<file path="config.mk">
export PLATFORM = sky130hd
export DESIGN_NAME = fifo_wr_ctrl_flat
export DESIGN_NICKNAME = d
export VERILOG_FILES = /design/src/rtl/fifo_pkg.sv /design/src/rtl/fifo_wr_ctrl_if.sv /design/src/rtl/fifo_wr_ctrl_gray2bin.sv /design/src/rtl/fifo_wr_ctrl.sv /design/src/flat_wrapper.sv
export SDC_FILE = /design/constraint.sdc
export NUM_CORES = 1
export LEC_CHECK = 0
export CAP_MARGIN = 0
export CORE_MARGIN = 2
export CORE_UTILIZATION = 51
export DETAILED_ROUTE_END_ITERATION = 8
export PLACE_DENSITY_LB_ADDON = 0.05
export SYNTH_ARGS = -nofsm -noshare
export SYNTH_HDL_FRONTEND = slang
export SYNTH_SLANG_ARGS = --single-unit
</file>
<file path="constraint.sdc">
create_clock -name write_clk -period 6.72 [get_ports write_clk]
set_input_delay 1.344 -clock write_clk [delete_from_list [all_inputs] [get_ports write_clk]]
set_output_delay 1.344 -clock write_clk [all_outputs]
set_load 0.005 [all_outputs]
</file>
<file path="src/rtl/fifo_pkg.sv">
// rtl/fifo_pkg.sv - shared async FIFO parameters and pointer helper functions
package fifo_pkg;

    localparam int DEF_ADDR_W = 4;
    localparam int DEF_DEPTH  = 1 << DEF_ADDR_W;

    function automatic int depth_of(input int aw);
        return 1 << aw;
    endfunction

    function automatic logic [31:0] bin2gray(input logic [31:0] b);
        return b ^ (b >> 1);
    endfunction

    // Gray pointers are one full lap apart when the top two bits differ and the rest match.
    // Zero-extended 32-bit operands let one function serve any pointer width.
    function automatic logic full_match(input logic [31:0] wg, input logic [31:0] rg,
                                        input int unsigned aw);
        logic [31:0] mask;
        mask = (32'd1 << (aw + 1)) - 32'd1;
        return ((wg ^ rg ^ (32'd3 << (aw - 1))) & mask) == 32'd0;
    endfunction

endpackage

</file>
<file path="src/rtl/fifo_wr_ctrl_if.sv">
// rtl/fifo_wr_ctrl_if.sv - write-side user and pointer-exchange signal bundle
interface fifo_wr_ctrl_if #(
    parameter int ADDR_W = 4
);
    logic              wr_en;
    logic              ovf_clr;
    logic [ADDR_W:0]   rptr_gray_in;
    logic              wr_fire;
    logic [ADDR_W-1:0] wr_addr;
    logic [ADDR_W:0]   wptr_gray;
    logic              full;
    logic              almost_full;
    logic [ADDR_W:0]   wr_level;
    logic              overflow;

    modport master (
        output wr_en, ovf_clr, rptr_gray_in,
        input  wr_fire, wr_addr, wptr_gray, full, almost_full, wr_level, overflow
    );

    modport slave (
        input  wr_en, ovf_clr, rptr_gray_in,
        output wr_fire, wr_addr, wptr_gray, full, almost_full, wr_level, overflow
    );
endinterface

</file>
<file path="src/rtl/fifo_wr_ctrl_gray2bin.sv">
// rtl/fifo_wr_ctrl_gray2bin.sv - combinational Gray-to-binary prefix-XOR decoder
module gray2bin #(
    parameter int WIDTH = 5
) (
    input  logic [WIDTH-1:0] gray,
    output logic [WIDTH-1:0] bin
);
    for (genvar i = 0; i < WIDTH; i++) begin : g_bit
        assign bin[i] = ^gray[WIDTH-1:i];
    end
endmodule

</file>
<file path="src/rtl/fifo_wr_ctrl.sv">
// rtl/fifo_wr_ctrl.sv - async FIFO write pointer, full/level flags and overflow tracking
module fifo_wr_ctrl
    import fifo_pkg::*;
#(
    parameter int ADDR_W      = DEF_ADDR_W,
    parameter int SYNC_STAGES = 2,
    parameter int AF_MARGIN   = 2
) (
    input  logic           write_clk,
    input  logic           rst,
    fifo_wr_ctrl_if.slave  bus
);
    localparam int PW    = ADDR_W + 1;
    localparam int DEPTH = depth_of(ADDR_W);
    localparam logic [PW-1:0] AF_LEVEL = PW'(DEPTH - AF_MARGIN);

    logic [PW-1:0] wptr_bin;
    logic [PW-1:0] wptr_bin_next;
    logic [PW-1:0] wgray_next;
    logic [PW-1:0] level_next;
    logic [PW-1:0] sync_q [SYNC_STAGES];
    logic [PW-1:0] rsync;
    logic [PW-1:0] rbin;
    logic          full_next;

    assign rsync = sync_q[SYNC_STAGES-1];

    gray2bin #(.WIDTH(PW)) u_rptr_dec (
        .gray (rsync),
        .bin  (rbin)
    );

    // Writes are suppressed during reset so the RAM never sees a stray enable.
    assign bus.wr_fire    = bus.wr_en & ~bus.full & ~rst;
    assign bus.wr_addr    = wptr_bin[ADDR_W-1:0];
    assign wptr_bin_next  = wptr_bin + PW'(bus.wr_fire);
    assign wgray_next     = PW'(bin2gray(32'(wptr_bin_next)));
    assign level_next     = wptr_bin_next - rbin;
    assign full_next      = full_match(32'(wgray_next), 32'(rsync), ADDR_W);

    always_ff @(posedge write_clk) begin
        if (rst) begin
            wptr_bin        <= '0;
            bus.wptr_gray   <= '0;
            bus.full        <= 1'b0;
            bus.almost_full <= 1'b0;
            bus.wr_level    <= '0;
            bus.overflow    <= 1'b0;
            for (int i = 0; i < SYNC_STAGES; i++) sync_q[i] <= '0;
        end else begin
            wptr_bin        <= wptr_bin_next;
            bus.wptr_gray   <= wgray_next;
            bus.full        <= full_next;
            bus.almost_full <= (level_next >= AF_LEVEL);
            bus.wr_level    <= level_next;
            sync_q[0]       <= bus.rptr_gray_in;
            for (int i = 1; i < SYNC_STAGES; i++) sync_q[i] <= sync_q[i-1];
            // A rejected write in the same cycle as a clear keeps the error visible.
            if (bus.wr_en && bus.full)
                bus.overflow <= 1'b1;
            else if (bus.ovf_clr)
                bus.overflow <= 1'b0;
        end
    end
endmodule

</file>
<file path="src/flat_wrapper.sv">
// flat-port wrapper written by rule: the top's interface ports become plain ports
module fifo_wr_ctrl_flat import fifo_pkg::*;
#(
    parameter int ADDR_W      = DEF_ADDR_W,
    parameter int SYNC_STAGES = 2,
    parameter int AF_MARGIN   = 2
)
  (write_clk, rst, bus_wr_en, bus_ovf_clr, bus_rptr_gray_in, bus_wr_fire, bus_wr_addr, bus_wptr_gray, bus_full, bus_almost_full, bus_wr_level, bus_overflow);
  fifo_wr_ctrl_if #(.ADDR_W(ADDR_W)) bus_i ();
  input  logic write_clk;
  input  logic rst;
  input wire logic [$bits(bus_i.wr_en)-1:0] bus_wr_en;
  input wire logic [$bits(bus_i.ovf_clr)-1:0] bus_ovf_clr;
  input wire logic [$bits(bus_i.rptr_gray_in)-1:0] bus_rptr_gray_in;
  output wire logic [$bits(bus_i.wr_fire)-1:0] bus_wr_fire;
  output wire logic [$bits(bus_i.wr_addr)-1:0] bus_wr_addr;
  output wire logic [$bits(bus_i.wptr_gray)-1:0] bus_wptr_gray;
  output wire logic [$bits(bus_i.full)-1:0] bus_full;
  output wire logic [$bits(bus_i.almost_full)-1:0] bus_almost_full;
  output wire logic [$bits(bus_i.wr_level)-1:0] bus_wr_level;
  output wire logic [$bits(bus_i.overflow)-1:0] bus_overflow;
  assign bus_i.wr_en = bus_wr_en;
  assign bus_i.ovf_clr = bus_ovf_clr;
  assign bus_i.rptr_gray_in = bus_rptr_gray_in;
  assign bus_wr_fire = bus_i.wr_fire;
  assign bus_wr_addr = bus_i.wr_addr;
  assign bus_wptr_gray = bus_i.wptr_gray;
  assign bus_full = bus_i.full;
  assign bus_almost_full = bus_i.almost_full;
  assign bus_wr_level = bus_i.wr_level;
  assign bus_overflow = bus_i.overflow;
  fifo_wr_ctrl #(.ADDR_W(ADDR_W), .SYNC_STAGES(SYNC_STAGES), .AF_MARGIN(AF_MARGIN)) u_core (.write_clk(write_clk), .rst(rst), .bus(bus_i));
endmodule
</file>
==> flow_summary.toml <==
[timing]
tns_ns = 0
setup_viol = 0
hold_viol = 0
slew_viol_final = 0
slew_headroom_pct = 63.6
rsz0062_at_grt = "false"
worst_pin_slew_ns = 0.542
fin_crit_sh_pct = 62.9
fmax_mhz = 236
skew_ns = 0.00322
timing.hold.ws_ns = 0.455
period_minus_slack_ns = 4.23
setup_slack_ns = 2.49

[global_routing]
grt_max_degree = 29
grt_overflow = 0
grt_use_total_pct = 15.7
first_global_vias = 701
grt_pass1_wl_mm = 2.92
grt_antenna_before_repair = 0

[job]
cap_violations = 0

[route]
top_layer = "met4"
drc = 0
dr.pass1.iters = 3
route.met2.wl_um = 762
wl_per_cell_um = 10.3
viasPerCell = 4.62
wl_met1_um = 778
drt_iter0_drc = 7
vias = 763
routed_wirelength_mm = 1.71
met3WireLength_um = 102
ant_nets = 0

[finish]
insertedDiodeCount = 0
syn_to_final_growth_pct = 27.8
nNetsFinal = 154
fin_util_pct = 67.4
drive_gt1_share_pct = 7.30

[die]
rows = 17
die_y_um = 51.4
die-width_um = 51.4
core_sq_um = 2170
initial_core_util_pct = 52.7
pin_count = 27
die_area_sq_um = 2640

[placement]
io_buffer_count = 26
hpwl_mm = 1.25
place_ws_ns = 2.27
finalWeightedCongestion = 0.739

[clocking]
cts_max_level = 1
cts_tree = "built"
cts_setup_buffers = 0
path_clk_slew_ns = 0.13
clk_latency_ns = 0.32
cts_buffers = 3
clk_path_buf_depth = 2
cts_hold_buf = 0
clock-sinks = 27
cts_resized = 0
ctsRootBufferMaster = "clkbuf_4"

[synthesis]
synth_xor_area_share_pct = 18.4
synthSimpleGateAreaFrac_pct = 15.3
seq_area_frac_synth_pct = 47.3
synth_top_family_by_area = "XOR/XNOR gates"
synth_top_area_share_pct = 47.3
ys_seq_elements = 27
syn_area_per_cell_sq_um = 10.5
synth_top_area_cell = "dfxtp_1"
synth.area.mux_share_pct = 1.86
synth_compound_area_share_pct = 4.38
synth_warnings = 0
netlist-cell-type-count = 24
yosys.area_share.adder_pct = 10.2
ys_top_cells_by_area = "dfxtp_1 47%, xnor2_1 8.4%, ha_1 6.6%, xor2_1 6.1%, nor2b_1 6.0%"
synthCells = 109
syn_nets = 125
syn_area_sq_um = 1140

[worst_hold_path]
holdPathStages = 1
hp-class = "reg -> reg"

[worst_setup_path]
required_ns = 5.38
cp-end-kind = "output port"
critPathKind = "in -> out"
cp.arrival_ns = 2.88
cp-start-kind = "input pin"
reg2regPathDepth = 12
worstPathMaxFanout = 28

[power]
leakagePower_nw = 0.604
vdd_drop_max_v = 0.000173
finalPower_w = 0.000318
power_density_nw_per_um2 = 217

[run_status]
status = "completed"
synth_stat cells:
master	n
dfxtp_1	27
nor2_1	16
nor2b_1	11
xnor2_1	11
xor2_1	8
ha_1	6
inv_1	5
a21oi_1	4
clkbuf_1	3
a21o_1	2
nand2_1	2
nand3_1	2
fa_1	1
maj3_1	1
maj3_2	1
mux2_2	1
mux2i_1	1
nand2b_1	1
nand3_2	1
nor3_1	1
nor3b_1	1
o2bb2ai_2	1
xor2_2	1
xor2_4	1
kinds of logic after synthesis:
logic type	Yosys count
flops	27
simple gates	35
mux	2
xor+xnor	21
compound gates	7
fa+ha+maj	9
buf+inv	8
layout make-up:
type	instances	area, sq um
tap	28	35.0
multi-input combinational	74	573
inverter	5	18.8
fill	198	708
timing repair buffer	27	268
clock buffer	4	26.3
sequential	27	541
worst max-delay path, cell delays in order:
cell and delay [ns]:
clkdlybuf4s50_1 0.39, buf_4 0.22, nor3b_1 0.35, clkdlybuf4s50_1 0.58
worst paths after layout:
check                                       from                           endpoint  slack (ns)
hold / removal    u_core.sync_q[0][2]$_SDFF_PP0_     u_core.sync_q[0][7]$_SDFF_PP0_        0.45
setup reg to reg  u_core.sync_q[0][8]$_SDFF_PP0_  u_core.bus.almost_full$_SDFF_PP0_        3.77
setup / recovery                             rst                        bus_wr_fire        2.49
hold reg to reg   u_core.sync_q[0][2]$_SDFF_PP0_     u_core.sync_q[0][7]$_SDFF_PP0_        0.45
per-layer routing:
layer	up-vias	track usage [%]
li1	396	-
met1	341	18.3
met2	22	24.5
met3	4	3.51
met4	0	13.2
met5	-	0
state kept, by name, indices dropped and copies added (netlist names):
register	cells
u_core.bus.wr_level	5
u_core.bus.overflow	1
u_core.bus.wptr_gray	4
u_core.wptr_bin	5
u_core.sync_q	10
u_core.bus.almost_full	1
u_core.bus.full	1
metrics by stage:
stage,cell area (sq um),std cells
6_report,1460,165
4_1_cts,1460,165
3_3_place_gp,1440,161
3_5_place_dp,1440,161
5_1_grt,1460,165
2_1_floorplan,1140,109
power breakdown:
part           leakage (nW)  internal [W]  switching (W)
clock network        0.0150     0.0000233      0.0000445
registers             0.222      0.000172     0.00000439
logic                 0.368     0.0000429      0.0000308
layout by cell type, fill, tap and decap left out, types with 2 or more instances in the layout:
cell type and instances:
xor2_1 8, clkbuf_4 3, a21oi_1 4, a21o_1 2, dfxtp_1 27, nand2_1 2
nor2_1 16, xnor2_1 11, ha_1 6, clkdlybuf4s50_1 26, inv_1 5, nor2b_1 11
nand3_1 2
Note: power is estimated with default switching activity, not from simulation.
